`config.mk`:
```
export PLATFORM = sky130hd
export DESIGN_NAME = alu_seq
export DESIGN_NICKNAME = d
export VERILOG_FILES = /design/src/rtl/alu_seq_pkg.sv /design/src/rtl/alu_muldiv_seq.sv /design/src/rtl/alu_seq.sv
export SDC_FILE = /design/constraint.sdc
export NUM_CORES = 1
export LEC_CHECK = 0
export CORE_MARGIN = 1
export CORE_UTILIZATION = 30
export CTS_CLUSTER_DIAMETER = 100
export DETAILED_ROUTE_END_ITERATION = 8
export PLACE_DENSITY = 0.6
export SLEW_MARGIN = 15
export SYNTH_ARGS = -nofsm -noshare
export SYNTH_HDL_FRONTEND = slang
export SYNTH_SLANG_ARGS = --single-unit
```
`constraint.sdc`:
```
create_clock -name clk -period 4.65 [get_ports clk]
set_input_delay 0.6975 -clock clk [delete_from_list [all_inputs] [get_ports clk]]
set_output_delay 0.6975 -clock clk [all_outputs]
set_load 0.005 [all_outputs]
```
`src/rtl/alu_seq_pkg.sv`:
```
// Shared definitions for alu_seq: op codes, FSM encoding and width-dependent
// constants for the divider corner cases.
package alu_seq_pkg;

  localparam int MAX_W = 64;

  localparam logic [4:0] OP_AND    = 5'b00000;
  localparam logic [4:0] OP_OR     = 5'b00001;
  localparam logic [4:0] OP_ADD    = 5'b00010;
  localparam logic [4:0] OP_SRA    = 5'b00011;
  localparam logic [4:0] OP_SUB    = 5'b00110;
  localparam logic [4:0] OP_SLT    = 5'b00111;
  localparam logic [4:0] OP_SLL    = 5'b01000;
  localparam logic [4:0] OP_SRL    = 5'b01001;
  localparam logic [4:0] OP_XOR    = 5'b01010;
  localparam logic [4:0] OP_GE     = 5'b01011;
  localparam logic [4:0] OP_NOR    = 5'b01100;
  localparam logic [4:0] OP_GEU    = 5'b01101;
  localparam logic [4:0] OP_EQ     = 5'b01110;
  localparam logic [4:0] OP_SLTU   = 5'b01111;

  localparam logic [4:0] OP_MUL    = 5'b10000;
  localparam logic [4:0] OP_MULH   = 5'b10001;
  localparam logic [4:0] OP_MULHSU = 5'b10010;
  localparam logic [4:0] OP_MULHU  = 5'b10011;
  localparam logic [4:0] OP_DIV    = 5'b10100;
  localparam logic [4:0] OP_DIVU   = 5'b10101;
  localparam logic [4:0] OP_REM    = 5'b10110;
  localparam logic [4:0] OP_REMU   = 5'b10111;

  typedef enum logic [1:0] {
    ST_IDLE = 2'd0,
    ST_BUSY = 2'd1,
    ST_DONE = 2'd2
  } state_t;

  // Quotient returned for division by zero: all ones in the low w bits.
  function automatic logic [MAX_W-1:0] div0_quotient(int w);
    logic [MAX_W-1:0] v;
    v = '0;
    for (int i = 0; i < MAX_W; i++) begin
      if (i < w) v[i] = 1'b1;
    end
    return v;
  endfunction

  // Most negative w-bit value; also the quotient of min / -1.
  function automatic logic [MAX_W-1:0] ovf_quotient(int w);
    logic [MAX_W-1:0] v;
    v = '0;
    for (int i = 0; i < MAX_W; i++) begin
      if (i == w - 1) v[i] = 1'b1;
    end
    return v;
  endfunction

endpackage

```
`src/rtl/alu_muldiv_seq.sv`:
```
// Radix-2 iterative multiplier / restoring divider sharing one WIDTH+1 accumulator.
// Operands are made absolute on start; the result sign is applied on the final step.
module alu_muldiv_seq
  import alu_seq_pkg::*;
#(
  parameter int WIDTH = 32
) (
  input  logic             clk,
  input  logic             rst,
  input  logic             kill,
  input  logic             start,
  input  logic [2:0]       op,
  input  logic [WIDTH-1:0] a,
  input  logic [WIDTH-1:0] b,
  output logic             done,
  output logic [WIDTH-1:0] result
);

  localparam int CNT_W = $clog2(WIDTH);
  localparam logic [WIDTH-1:0] DIV0_Q = WIDTH'(div0_quotient(WIDTH));
  localparam logic [WIDTH-1:0] OVF_Q  = WIDTH'(ovf_quotient(WIDTH));

  logic             busy;
  logic [CNT_W-1:0] cnt;
  logic [4:0]       op_r;
  logic             neg_r, div0_r, ovf_r;
  logic [WIDTH:0]   acc, acc_nx;
  logic [WIDTH-1:0] q, q_nx, opnd;

  logic             sign_a, sign_b;
  logic [WIDTH-1:0] abs_a, abs_b;
  logic [4:0]       op_full;

  assign op_full = {2'b10, op};

  always_comb begin
    if (op[2]) begin
      sign_a = !op[0] && a[WIDTH-1];
      sign_b = !op[0] && b[WIDTH-1];
    end else begin
      sign_a = (op_full != OP_MULHU) && a[WIDTH-1];
      sign_b = !op[1] && b[WIDTH-1];
    end
    abs_a = sign_a ? -a : a;
    abs_b = sign_b ? -b : b;
  end

  logic [WIDTH:0]   shifted, diff, sum;
  logic [WIDTH-1:0] addend;

  always_comb begin
    acc_nx  = acc;
    q_nx    = q;
    shifted = {acc[WIDTH-1:0], q[WIDTH-1]};
    diff    = shifted - {1'b0, opnd};
    addend  = q[0] ? opnd : '0;
    sum     = {1'b0, acc[WIDTH-1:0]} + {1'b0, addend};
    if (op_r[2]) begin
      // acc < divisor always holds, so diff[WIDTH] is a clean borrow flag
      if (!diff[WIDTH]) begin
        acc_nx = diff;
        q_nx   = {q[WIDTH-2:0], 1'b1};
      end else begin
        acc_nx = shifted;
        q_nx   = {q[WIDTH-2:0], 1'b0};
      end
    end else begin
      acc_nx = {1'b0, sum[WIDTH:1]};
      q_nx   = {sum[0], q[WIDTH-1:1]};
    end
  end

  logic [2*WIDTH-1:0] prod, prod_s;
  logic [WIDTH-1:0]   quo, rem;

  always_comb begin
    prod   = {acc_nx[WIDTH-1:0], q_nx};
    prod_s = neg_r ? -prod : prod;
    quo    = neg_r ? -q_nx : q_nx;
    rem    = neg_r ? -acc_nx[WIDTH-1:0] : acc_nx[WIDTH-1:0];
    case (op_r)
      OP_MUL:                      result = prod_s[WIDTH-1:0];
      OP_MULH, OP_MULHSU, OP_MULHU: result = prod_s[2*WIDTH-1:WIDTH];
      OP_DIV, OP_DIVU:             result = div0_r ? DIV0_Q : (ovf_r ? OVF_Q : quo);
      default:                     result = ovf_r ? '0 : rem;
    endcase
  end

  assign done = busy && (cnt == '0);

  always_ff @(posedge clk) begin
    if (rst || kill) begin
      busy <= 1'b0;
      cnt  <= '0;
    end else if (start) begin
      busy   <= 1'b1;
      cnt    <= CNT_W'(WIDTH - 1);
      op_r   <= op_full;
      neg_r  <= (op[2] && op[1]) ? sign_a : (sign_a ^ sign_b);
      div0_r <= (b == '0);
      ovf_r  <= op[2] && !op[0] && (a == OVF_Q) && (b == '1);
      acc    <= '0;
      q      <= abs_a;
      opnd   <= abs_b;
    end else if (busy) begin
      acc <= acc_nx;
      q   <= q_nx;
      cnt <= cnt - CNT_W'(1);
      if (cnt == '0) busy <= 1'b0;
    end
  end

endmodule

```
`src/rtl/alu_seq.sv`:
```
// Registered ALU with optional iterative mul/div (enable with ALU_SEQ_MULDIV_EN).
// state | meaning:  IDLE - accepting ops | BUSY - mul/div iterating | DONE - mul/div result held
module alu_seq
  import alu_seq_pkg::*;
#(
  parameter int WIDTH = 32,
  parameter int TAG_W = 5
) (
  input  logic             clk,
  input  logic             rst,
  input  logic             flush,
  input  logic             in_valid,
  output logic             in_ready,
  input  logic [WIDTH-1:0] in_a,
  input  logic [WIDTH-1:0] in_b,
  input  logic [4:0]       in_op,
  input  logic [TAG_W-1:0] in_tag,
  output logic             out_valid,
  input  logic             out_ready,
  output logic [WIDTH-1:0] out_result,
  output logic             out_zero,
  output logic [TAG_W-1:0] out_tag,
  output logic             out_illegal
);

  localparam int SHAMT_W = $clog2(WIDTH);

  state_t             state;
  logic               accept, is_md, illegal_c, md_done;
  logic [WIDTH-1:0]   alu_res, md_result;
  logic [TAG_W-1:0]   tag_r;
  logic [SHAMT_W-1:0] shamt;

  assign in_ready = (state == ST_IDLE) && (!out_valid || out_ready);
  assign accept   = in_valid && in_ready;
  assign shamt    = in_b[SHAMT_W-1:0];

`ifdef ALU_SEQ_MULDIV_EN
  logic start_md;
  assign is_md    = in_op[4] && !in_op[3];
  assign start_md = accept && is_md && !flush;

  alu_muldiv_seq #(.WIDTH(WIDTH)) u_muldiv (
    .clk    (clk),
    .rst    (rst),
    .kill   (flush),
    .start  (start_md),
    .op     (in_op[2:0]),
    .a      (in_a),
    .b      (in_b),
    .done   (md_done),
    .result (md_result)
  );
`else
  assign is_md     = 1'b0;
  assign md_done   = 1'b0;
  assign md_result = '0;
`endif

  always_comb begin
    alu_res   = '0;
    illegal_c = 1'b0;
    case (in_op)
      OP_AND:  alu_res = in_a & in_b;
      OP_OR:   alu_res = in_a | in_b;
      OP_ADD:  alu_res = in_a + in_b;
      OP_SRA:  alu_res = $unsigned($signed(in_a) >>> shamt);
      OP_SUB:  alu_res = in_a - in_b;
      OP_SLT:  alu_res = WIDTH'($signed(in_a) < $signed(in_b));
      OP_SLL:  alu_res = in_a << shamt;
      OP_SRL:  alu_res = in_a >> shamt;
      OP_XOR:  alu_res = in_a ^ in_b;
      OP_GE:   alu_res = WIDTH'($signed(in_a) >= $signed(in_b));
      OP_NOR:  alu_res = ~(in_a | in_b);
      OP_GEU:  alu_res = WIDTH'(in_a >= in_b);
      OP_EQ:   alu_res = WIDTH'(in_a == in_b);
      OP_SLTU: alu_res = WIDTH'(in_a < in_b);
      default: illegal_c = !is_md;
    endcase
  end

  always_ff @(posedge clk) begin
    if (rst) begin
      state       <= ST_IDLE;
      out_valid   <= 1'b0;
      out_result  <= '0;
      out_zero    <= 1'b1;
      out_tag     <= '0;
      out_illegal <= 1'b0;
      tag_r       <= '0;
    end else if (flush) begin
      state     <= ST_IDLE;
      out_valid <= 1'b0;
    end else begin
      case (state)
        ST_IDLE: begin
          if (accept) begin
            if (is_md) begin
              state     <= ST_BUSY;
              out_valid <= 1'b0;
              tag_r     <= in_tag;
            end else begin
              out_valid   <= 1'b1;
              out_result  <= alu_res;
              out_zero    <= (alu_res == '0);
              out_tag     <= in_tag;
              out_illegal <= illegal_c;
            end
          end else if (out_ready) begin
            out_valid <= 1'b0;
          end
        end
        ST_BUSY: begin
          if (md_done) begin
            state       <= ST_DONE;
            out_valid   <= 1'b1;
            out_result  <= md_result;
            out_zero    <= (md_result == '0);
            out_tag     <= tag_r;
            out_illegal <= 1'b0;
          end
        end
        ST_DONE: begin
          if (out_ready) begin
            state     <= ST_IDLE;
            out_valid <= 1'b0;
          end
        end
        default: state <= ST_IDLE;
      endcase
    end
  end

endmodule

```
==> results.sh <==
export IMPL_fill_cells=4100
export IMPL_hold_buffers=0
export IMPL_final_nets=2408
export IMPL_critPathMaxStageDelay_ns=0.56
export IMPL_antenna_left=0
export IMPL_root_buffer="clkbuf_16"
export IMPL_wl_met1_um=31100
export IMPL_final_hold_viol_count=0
export IMPL_synth_seq_cells=40
export IMPL_worst_pin_slew_ns=0.961
export IMPL_path_max_fanout=6
export IMPL_die_area_mm2=0.0409
export IMPL_clock_skew_ns=0.00185
export IMPL_required_ns=4.83
export IMPL_status="finished, final reports clean"
export IMPL_top_layer_used="met5"
export IMPL_core_area_mm2=0.0391
export IMPL_path_clk_slew_ns=0.05
export IMPL_ys_types=93
export IMPL_clk_path_buf_depth=2
export IMPL_syn_instance_count=1722
export IMPL_place_congestion=1.03
export IMPL_io_pin_count=120
export IMPL_cp_arrival_ns=4.74
export IMPL_place_area_mm2=0.0172
export IMPL_yosysMostFrequentCell="nor2_1"
export IMPL_synth_edf_count=0
export IMPL_dieWidth_um=202
export IMPL_final_cells=2748
export IMPL_wl_met3_um=6850
export IMPL_power_mw=2.75
export IMPL_drt_initial_drc_count=2362
export IMPL_drc=0
export IMPL_peakVddDrop_mv=0.0984
export IMPL_fmax_ghz=0.220
export IMPL_rr_worst_depth=12
export IMPL_maxCapViolations=0
export IMPL_synth_avg_cell_area_um2=6.98
export IMPL_synthArstFlopShare=0
export IMPL_port_buffer_count=119
export IMPL_crit_path_top_delay_cell="or4b_4"
export IMPL_wl_um=74800
export IMPL_netlist_area_mm2=0.0120
export IMPL_drive_gt1_frac=0.301
export IMPL_area_delta_synth_final_pct=46.4
export IMPL_track_usage=0.355
export IMPL_max_slew_margin_rel=0.354
export IMPL_hold_path_class="flop to flop"
export IMPL_yosys_top_cells_area="ha_1 10%, mux4_2 7.5%, dfxtp_1 6.7%, mux2i_1 6.2%, nor2_1 5.7%"
export IMPL_cp_end_kind="flop"
export IMPL_yosys_warnings=0
export IMPL_path_cells="clkdlybuf4s50_1 -> inv_1 -> ha_1 -> nand3_1 -> o22ai_1 -> a32oi_1 -> a31oi_2 -> o311ai_1 -> a21o_1 -> a32o_1 -> nor2b_1 -> nand4_1 -> or4b_4 -> o41ai_2"
export IMPL_hold_path_cell_count=2
export IMPL_insertion_delay_ns=0.28
export IMPL_synthFlopType="dfxtp_1"
export IMPL_fin_crit_ns=4.55
export IMPL_final_cell_area_mm2=0.0176
export IMPL_cts_tree="yes"
export IMPL_row_count=72
export IMPL_slew_viol_final=0
export IMPL_grt_max_degree=39
export IMPL_clock_sinks=40
export IMPL_final_util=0.450
export IMPL_crit_type="input port to flop"
export IMPL_h_tree_depth=2
export IMPL_netlist_area_leader_share=0.102
export IMPL_crit_path_start_kind="input port"
export IMPL_grt_overflow=0
export IMPL_initial_core_util=0.308
export IMPL_powerDensity_mw_per_mm2=156
export IMPL_fin_crit_sh=0.979
export IMPL_yosys_area_top_type="ha_1"
export IMPL_wl_per_cell_um=27.2
export IMPL_dpl_hpwl_um=63000
export IMPL_drt_pass1_iter_count=9
export IMPL_die_height_um=202
export IMPL_vias=16700
export IMPL_setup_violations=0
export IMPL_dp_cells=2736
export IMPL_vias_per_cell=6.06
export IMPL_p_leak_nw=7.61
export IMPL_antenna_found_initial=4
export IMPL_yosysSeqAreaShare=0.0666
export IMPL_synth_fp_nets=1901
export IMPL_first_global_vias=15900
export IMPL_grt_pass1_wl_um=108000
export IMPL_cts_buffers=5
export IMPL_wl_met2_um=33500
export IMPL_yosys_top_cells_count="183 x nor2_1, 159 x nand2_1, 131 x a21oi_1"
==> cell families (layout without fill, tap and decap cells) <==
family	Yosys count	after routing	synth area share
AO/OA/AOI/OAI	574	574	0.328
adder cells (fa/ha/maj)	100	100	0.105
XOR/XNOR	13	13	0.00947
flip-flops	40	40	0.0666
other	0	1	0
AND/OR/NAND/NOR	598	598	0.235
buffers and inverters	252	759	0.0900
multiplexers	145	145	0.166
==> routing by layer <==
metal	track usage	vias up
met5	0	-
met4	0.132	4
met3	0.0440	217
met2	0.576	1009
met1	0.479	7926
li1	-	7496
==> where the power goes <==
part           internal [mW]  total (mW)  switching [mW]
combinational          0.905        2.03            1.12
clock                  0.224       0.344           0.120
sequential             0.366       0.376          0.0105
==> what timing repair did <==
item	4_1_cts	5_1_grt
pin swaps	7	23
setup buffers	1	3
resized for setup	10	40
endpoints found under the setup margin	1	3
cloned	0	0
==> placed cells by master (no fill, tap or decap), types with 14 or more instances in the layout <==
master | netlist | routed
a211oi_1 | 49 | 46
a21oi_1 | 131 | 125
a221oi_1 | 14 | 14
a22oi_1 | 16 | 16
a31oi_1 | 15 | 14
buf_4 | 10 | 514
clkdlybuf4s50_1 | 0 | 114
dfxtp_1 | 40 | 40
ha_1 | 98 | 93
inv_1 | 109 | 105
mux2_2 | 29 | 29
mux2i_1 | 75 | 73
mux4_2 | 40 | 40
nand2_1 | 159 | 159
nand3_1 | 51 | 51
nand4_1 | 23 | 23
nor2_1 | 183 | 182
nor2b_1 | 20 | 20
nor3_1 | 60 | 57
o211ai_1 | 34 | 34
o21a_1 | 14 | 14
o21ai_0 | 100 | 96
o22ai_1 | 27 | 26
o31ai_1 | 23 | 21
==> critical path, delay by kind of cell <==
family,cells,cell delay [ns]
buffers and inverters,2,0.57
AOI/OAI and AO/OA,7,2.00
adders and majority gates,1,0.38
and+or+nand+nor,4,1.06
==> path summary, 6_finish.rpt <==
kind | from | end | slack (ns)
setup reg to reg | out_valid | out_zero | 1.52
setup / recovery | in_a[3] | out_zero | 0.1
hold reg to reg | out_result[27] | out_result[27] | 0.45
hold / removal | out_result[27] | out_result[27] | 0.45
==> state kept, by name, indices dropped and copies added, names as in the netlist <==
register and cells:
out_result 32, out_tag 5, out_illegal 1, out_valid 1, out_zero 1
==> metrics by stage <==
stage          setup slack [ns]  hold slack, ns  setup TNS (ns)
4_1_cts                  0.0342           0.456               0
6_report                 0.0985           0.454               0
3_5_place_dp             -0.438           0.449          -0.626
2_1_floorplan            0.0537           0.453               0
5_1_grt                -0.00727           0.486        -0.00727
3_3_place_gp             -0.380           0.441          -0.380
==> final cells by class <==
cell class                      instances  area, µm²  share of cell area
Multi-Input combinational cell       1430      10400               0.589
Clock buffer                            7        153             0.00867
Timing Repair Buffer                  641       5220               0.297
Tap cell                              518        648              0.0368
Inverter                              111        417              0.0237
Sequential cell                        40        801              0.0455
Antenna cell                            1       2.50            0.000142
Note: power is estimated with default switching activity, not from simulation.
